===== src/rtl/mpsram_port_ctrl.sv =====
// Multi-port SRAM port controller.
// Write ports pass straight through to the memory. Each read port has a
// 3-deep response FIFO with credit-based flow control. A one-shot INIT
// sequence writes INIT_VAL to every word through write port 0 while all
// request ports are held off.

// Per-read-port lane: credit counter, one-cycle memory latency tracker and
// a 3-entry response FIFO.
module mpsram_rd_lane #(
    parameter int W = 32,
    parameter int A = 3
) (
    input  logic         clk,
    input  logic         rst,
    input  logic         accept_en_i,
    input  logic         req_vld_i,
    input  logic [A-1:0] req_addr_i,
    output logic         req_rdy_o,
    output logic         rsp_vld_o,
    output logic [W-1:0] rsp_data_o,
    input  logic         rsp_rdy_i,
    output logic         mem_ren_o,
    output logic [A-1:0] mem_raddr_o,
    input  logic [W-1:0] mem_rdata_i
);
    logic [1:0]   credit_q, credit_d;
    logic [1:0]   cnt_q, cnt_d;
    logic [1:0]   wptr_q, rptr_q;
    logic         pend_q;
    logic [W-1:0] fifo_q [3];
    logic         req_hs, push, pop;

    function automatic logic [1:0] ptr_inc(input logic [1:0] p);
        return (p == 2'd2) ? 2'd0 : p + 2'd1;
    endfunction

    // Credits cover in-flight plus buffered reads, so the FIFO cannot overflow.
    assign req_rdy_o   = accept_en_i & (credit_q != 2'd3);
    assign req_hs      = req_vld_i & req_rdy_o;
    assign mem_ren_o   = req_hs;
    assign mem_raddr_o = req_addr_i;
    assign push        = pend_q;
    assign rsp_vld_o   = (cnt_q != 2'd0);
    assign rsp_data_o  = fifo_q[rptr_q];
    assign pop         = rsp_vld_o & rsp_rdy_i;

    // Credit and occupancy next-state; simultaneous inc/dec cancel out.
    always_comb begin
        credit_d = credit_q;
        cnt_d    = cnt_q;
        case ({req_hs, pop})
            2'b10:   credit_d = credit_q + 2'd1;
            2'b01:   credit_d = credit_q - 2'd1;
            default: credit_d = credit_q;
        endcase
        case ({push, pop})
            2'b10:   cnt_d = cnt_q + 2'd1;
            2'b01:   cnt_d = cnt_q - 2'd1;
            default: cnt_d = cnt_q;
        endcase
    end

    // Control state; reset drops any read still in flight.
    always_ff @(posedge clk or negedge rst) begin
        if (!rst) begin
            credit_q <= 2'd0;
            cnt_q    <= 2'd0;
            wptr_q   <= 2'd0;
            rptr_q   <= 2'd0;
            pend_q   <= 1'b0;
        end else begin
            credit_q <= credit_d;
            cnt_q    <= cnt_d;
            pend_q   <= req_hs;
            if (push) wptr_q <= ptr_inc(wptr_q);
            if (pop)  rptr_q <= ptr_inc(rptr_q);
        end
    end

    // FIFO storage captures memory data the cycle after the read enable.
    always_ff @(posedge clk) begin
        if (push) fifo_q[wptr_q] <= mem_rdata_i;
    end
endmodule

module mpsram_port_ctrl #(
    parameter int             NUM_W    = 1,
    parameter int             NUM_R    = 1,
    parameter int             W        = 32,
    parameter int             N        = 8,
    parameter logic [W-1:0]   INIT_VAL = '0,
    localparam int            A        = $clog2(N)
) (
    input  logic               clk,
    input  logic               rst,
    input  logic [NUM_R-1:0]   rd_req_vld,
    input  logic [NUM_R*A-1:0] rd_req_addr,
    output logic [NUM_R-1:0]   rd_req_rdy,
    output logic [NUM_R-1:0]   rd_rsp_vld,
    output logic [NUM_R*W-1:0] rd_rsp_data,
    input  logic [NUM_R-1:0]   rd_rsp_rdy,
    input  logic [NUM_W-1:0]   wr_req_vld,
    input  logic [NUM_W*A-1:0] wr_req_addr,
    input  logic [NUM_W*W-1:0] wr_req_data,
    output logic [NUM_W-1:0]   wr_req_rdy,
    output logic [NUM_R-1:0]   mem_ren,
    output logic [NUM_R*A-1:0] mem_raddr,
    input  logic [NUM_R*W-1:0] mem_rdata,
    output logic [NUM_W-1:0]   mem_wen,
    output logic [NUM_W*A-1:0] mem_waddr,
    output logic [NUM_W*W-1:0] mem_wdata,
    input  logic               init,
    output logic               busy_w
);
    typedef enum logic {ST_IDLE, ST_INIT} state_t;

    state_t       state_q, state_d;
    logic [A-1:0] cnt_q, cnt_d;
    logic         accept_en;

    // Requests are accepted only in IDLE and never while reset is held.
    assign busy_w    = (state_q == ST_INIT);
    assign accept_en = rst & (state_q == ST_IDLE);

    // FSM next state; init is ignored once the sequence is running.
    always_comb begin
        state_d = state_q;
        cnt_d   = cnt_q;
        case (state_q)
            ST_IDLE: begin
                if (init) begin
                    state_d = ST_INIT;
                    cnt_d   = '0;
                end
            end
            ST_INIT: begin
                if (cnt_q == A'(N - 1)) begin
                    state_d = ST_IDLE;
                    cnt_d   = '0;
                end else begin
                    cnt_d = cnt_q + A'(1);
                end
            end
            default: state_d = ST_IDLE;
        endcase
    end

    // FSM state register; reset aborts any running init sequence.
    always_ff @(posedge clk or negedge rst) begin
        if (!rst) begin
            state_q <= ST_IDLE;
            cnt_q   <= '0;
        end else begin
            state_q <= state_d;
            cnt_q   <= cnt_d;
        end
    end

    // Write path: pass-through in IDLE, port 0 owned by the init sweep in INIT.
    always_comb begin
        mem_wen    = '0;
        mem_waddr  = wr_req_addr;
        mem_wdata  = wr_req_data;
        wr_req_rdy = '0;
        if (busy_w) begin
            mem_wen[0]      = 1'b1;
            mem_waddr[0+:A] = cnt_q;
            mem_wdata[0+:W] = INIT_VAL;
        end else if (accept_en) begin
            wr_req_rdy = '1;
            mem_wen    = wr_req_vld;
        end
    end

    for (genvar r = 0; r < NUM_R; r++) begin : g_rd
        mpsram_rd_lane #(.W(W), .A(A)) u_lane (
            .clk         (clk),
            .rst         (rst),
            .accept_en_i (accept_en),
            .req_vld_i   (rd_req_vld[r]),
            .req_addr_i  (rd_req_addr[r*A +: A]),
            .req_rdy_o   (rd_req_rdy[r]),
            .rsp_vld_o   (rd_rsp_vld[r]),
            .rsp_data_o  (rd_rsp_data[r*W +: W]),
            .rsp_rdy_i   (rd_rsp_rdy[r]),
            .mem_ren_o   (mem_ren[r]),
            .mem_raddr_o (mem_raddr[r*A +: A]),
            .mem_rdata_i (mem_rdata[r*W +: W])
        );
    end
endmodule

===== config.mk =====
export PLATFORM = sky130hd
export DESIGN_NAME = mpsram_port_ctrl
export DESIGN_NICKNAME = d
export VERILOG_FILES = /design/src/rtl/mpsram_port_ctrl.sv
export SDC_FILE = /design/constraint.sdc
export NUM_CORES = 1
export LEC_CHECK = 0
export ABC_AREA = 1
export CAP_MARGIN = 20
export CORE_MARGIN = 4
export CORE_UTILIZATION = 40
export DETAILED_ROUTE_END_ITERATION = 10
export HOLD_SLACK_MARGIN = 0.02
export PLACE_DENSITY = 0.72
export SLEW_MARGIN = 20
export SYNTH_ARGS = -nofsm -noshare
export SYNTH_HDL_FRONTEND = slang
export SYNTH_SLANG_ARGS = --single-unit

===== constraint.sdc =====
create_clock -name clk -period 9.7 [get_ports clk]
set_clock_uncertainty 0.15 [all_clocks]
set_input_delay 1.455 -clock clk [delete_from_list [all_inputs] [get_ports clk]]
set_output_delay 1.455 -clock clk [all_outputs]
set_load 0.03 [all_outputs]

After elaboration in Yosys (flattened, before gate mapping)
Memory sizes are Yosys's and may differ from the RTL's.
Index checks and enable logic that the tools add are counted.
Widths: inputs -> output; s select.
Storage, ports and cells
  register bits: 13
  memory bits (writable): 96
  output and inout bits: 76
  logic and storage cells: 50
  memories kept: 1
Memories
  g_rd[0].u_lane.fifo_q: depth 3, width 32, read ports 1, clocked after Yosys merged registers in 0, wr ports 1, line 30  | logic [W-1:0] fifo_q [3];
Cells by class
  add/sub/neg operators: 7
  equal/unequal tests: 9
  multiplexer cells: 18
  bitwise logic cells: 5
  reduce and logical (&&, ||, !) cells: 3
Operator list (count)
  $mux 32: 1
  $mux 3: 3
  $add 2x1->2 const B: 4
  $eq 2x2->1 const B: 4
  $mux 1: 8
  $pmux 2 s2: 2
  $pmux 3 s2: 1
  $reduce_bool 2->1: 3
  $and 1x1->1: 4
  $eq 2x1->1 const B: 2
  $mux 2: 2
  $ne 2x2->1 const B: 2
  $sub 2x1->2 const B: 2
  $add 3x1->3 const B: 1
  $eq 3x3->1 const B: 1
  $pmux 1 s2: 1
  $not 1->1: 1

Longest topological paths before layout
  word-level depth: 6
  mapped depth: 10

Cells and area by module
From an unflattened synthesis, not the netlist that was laid out.
Unflattened totals
  cells, all modules: 396
  area, all modules: 4476.8 sq um
By module, submodules not included
  mpsram_rd_lane: times used 1, cells each 295, area each 3945.0 sq um, seq. area each 3108.0 sq um
  mpsram_port_ctrl: times used 1, cells each 101, area each 531.8 sq um, seq. area each 100.1 sq um

Least setup slack after synthesis
OpenSTA, ideal clock, no wires.
  path type: input to output
  from: in rst
  to: out mem_ren
  arrival time: 2347 ps
  path slack: 5748 ps
  cell stages on the path: 4
  path through: nand2_1 nor2_1 nand2_1 inv_1
On the way
  word-level cells in the longest chain between the ends: 3
RTL lines
  from (decl): line 95  | input logic rst,
  $and 1x1->1: line 123  | assign accept_en = rst & (state_q == ST_IDLE);
  $and 1x1->1: line 38  | assign req_rdy_o = accept_en_i & (credit_q != 2'd3);
  net rd_req_rdy: line 98  | output logic [NUM_R-1:0] rd_req_rdy,
  $and 1x1->1: line 39  | assign req_hs = req_vld_i & req_rdy_o;
  to (decl): line 106  | output logic [NUM_R-1:0] mem_ren,
The timed path passes the listed nets, and every way through them passes these cells.

Final worst setup path
  from: in rst
  to: out mem_ren
On the way
  word-level cells in the longest chain between the ends: 3
RTL lines (line)
  $and 1x1->1: 123
  $and 1x1->1: 38
  $and 1x1->1: 39
No other way between the ends.

==> impl_results.md <==
- Outcome: completed
- Vias: 3165
- Synth cell types: 20
- First-pass GRT wire length: 15.70 mm
- Adder and majority cell fraction of the synthesized area: 1.130%
- Clock transition at path regs: 0.09 ns
- Worst EP arrival: 3.54 ns
- Commonest cells after routing, fill and taps aside: 145 x clkdlybuf4s50_1, 122 x nand2_1, 96 x edfxtp_1
- Initial core utilization: 40.87%
- Htree depth: 3
- Cell Area, Synth: 4430 um^2
- PD cells: 270.9 nW/um^2
- Iteration-0 DRC Markers: between 100 and 150
- Die area: 12820 um^2
- Worst ir drop on vdd: between 100 and 150 uV
- CP endpoint kind: output pin
- Worst path bufs/invs: 3
- Worst Max-Slew Pin Slew: about 0.88 ns
- Unrepaired setup endpoints after global routing: no
- Worst slew margin: approximately two fifths
- CTS tree: done
- Max-slew violation count: 0
- Total congestion overflow: 0
- Minimum clock period: 5.145 ns
- Largest family of logic cells by synthesized area: simple AND/OR/NAND/NOR gates
- Setup Fix Bufs, Post-CTS: 0
- Commonest non-fill, non-tap cell in the layout: clkdlybuf4s50_1
- Routability Congestion: 0.7778
- Syn Inst Count: ~390
- MaxCap Viol Count: 0
- Post-CTS Hold Buffers: 0
- Sequential-to-total area share from yosys stat: 72.41%
- Worst Setup Slack post-DPL: 4.504 ns
- Post-synthesis mux area share: 0%
- Total wire length: ~10 mm
- Simple-Gate Fraction of Synth Area: 18.24%
- Type of element launching the critical path: input pin
- PostCTS Resize Cnt: 0
- Root Driver: clkbuf_8
- Fin nets: 615
- DR WL/cell: roughly 15 um
- Worst-path cell chain: clkdlybuf4s50_1 > nand2_1 > nor2_1 > nand2_1 > inv_1 > clkdlybuf4s50_1
- Compound-Gate Fraction of Synth Area: 1.158%
- Worst path max stage delay: 0.89 ns
- Core box area: 10840 um^2
- Mapped Nets: 472
- Final worst-path cycle share: 53.04%
- Avg Cell Area, Syn: ~11 um^2
- Yosys warns: 0
- Multi-input logic area: 938.4 um^2
- Total GRT Usage: roughly 16%
- Critical path's slowest cell: clkdlybuf4s50_1
- Largest net degree at the start of global routing: slightly above 40
- Hold Fails Final Rpt: 0
- Layout fillers: approximately 880
- Port bufs: 145
- Layout cells sized above 1: under 10%
- Fmax: 0.1944 GHz
- Final setup fails: 0
- Die Y: about 110 um
- Worst Hold Class: reg2reg
- Sink Count: 109
- Post-Synth XOR/XNOR Area: 0.3954%
- Pre-antenna DRT Iters: 4
- Final setup TNS: 0 ns
- Worst skew pair latency: 0.35 ns
- Setup CP Type: in2out
- Initial antenna violation count: 0
- Ports: 152
- Antenna viol nets, final: 0
- Antenna cell count: 0
- Via/cell ratio: 4.654
- # DRC: 0
- Vias in the first global route: 3235
- WP data required: 8.10 ns
- TritonCTS Buffers: 9
- Dpl hpwl: 6.906 mm
- Clock buffer depth: 2
- P_leak: 2.438 nW
- DIE WIDTH: ~110 um
- Critical path's top delay family: buffers and inverters
- Setup WS post-layout: between 4 and 5 ns
- Synth-to-layout area growth: 39.14%
- # rows: 38
- Post-synthesis register bit count: approximately 110
- Storage cell area: around 3200 um^2
- Crit path max fanout: 15
[synthesized netlist by cell type (all sizes together)]
cell / instances / area, um^2
xnor2: 2 / 17.52
nor3: 1 / 5.000
nor2: 35 / 146.4
or2: 1 / 6.260
nand3: 36 / 180.2
a21boi: 1 / 7.510
clkbuf: 2 / 7.510
dfrtp: 13 / 325.3
o21ai: 6 / 30.03
inv: 54 / 202.7
nand4: 2 / 12.51
ha: 4 / 50.05
o22ai: 1 / 6.260
edfxtp: 96 / 2883
nand2: 122 / 457.9
buf: 15 / 85.08
o21a: 1 / 7.510
[worst register-to-register path, cell delays in order (launching register included)]
cell     delay [ns]
dfrtp_2        0.64
inv_1          0.26
nand2_1        0.10
nor2_1         0.17
nand2_1        0.10
ha_1           0.33
inv_1          0.09
nand3_1        0.09
nand2_1        0.07
nand2_1        0.05
[metrics by stage]
step	hold slack [ns]	area (um^2)	util, %	instances	total power, W
5_1_grt	0.3689	6165	56.87	680	0.001771
3_3_place_gp	0.3024	6000	55.34	664	0.001443
3_5_place_dp	0.3355	6006	55.40	664	0.001462
4_1_cts	0.3538	6163	56.86	680	0.001694
2_1_floorplan	0.2917	4431	-	392	0.001105
6_report	0.3500	6165	56.87	680	0.001670
[registers in the layout (all words and copies together) (netlist names)]
signal                count
g_rd.u_lane.fifo_q       96
cnt_q                     3
g_rd.u_lane.cnt_q         2
g_rd.u_lane.credit_q      2
g_rd.u_lane.rptr_q        2
g_rd.u_lane.wptr_q        2
busy_w                    1
g_rd.u_lane.pend_q        1
[final cells by class]
type                    instances  share of cell area, %
flip-flops and latches        109                  52.06
repair buffers                149                  24.03
well taps                     140                  2.841
clock buffers                  12                  2.192
inverters                      54                  3.288
clock inverters                 4                 0.3653
multi-input cells             212                  15.22
[cell families (layout without fill, tap and decap cells)]
logic type	count (synthesis)	count (layout)
fa+ha+maj	4	4
buf+inv	71	219
xor+xnor	2	2
flops	109	109
compound gates	9	9
simple gates	197	197
[worst paths after layout]
check                                        start                    endpoint  slack [ns]  depth (start not counted)
min reg2reg                g_rd[0].u_lane.cnt_q[0]     g_rd[0].u_lane.cnt_q[0]        0.35                          1
max                                            rst                     mem_ren        4.56                          6
max reg2reg                                 busy_w  g_rd[0].u_lane.credit_q[1]        7.54                          9
max in group asynchronous                      rst                      busy_w        7.60                          1
min in group asynchronous                      rst       g_rd[0].u_lane.pend_q        1.34                          1
min                        g_rd[0].u_lane.cnt_q[0]     g_rd[0].u_lane.cnt_q[0]        0.35                          1
[power breakdown]
part	internal, W	switching (W)	total, W
registers	0.000551	0.0000418	0.000593
clock network	0.0000933	0.000141	0.000234
logic	0.000326	0.000517	0.000843
total	0.000970	0.000699	0.00167
[routing by layer]
metal	up-vias	track usage (%)	part of all wire [%]
met5	-	0	0
met4	0	5.609	1.5
met3	15	3.904	7.8
met2	127	29.11	50
met1	1471	17.56	41
li1	1552	-	-
No activity file was read; power rests on OpenSTA's default activity.
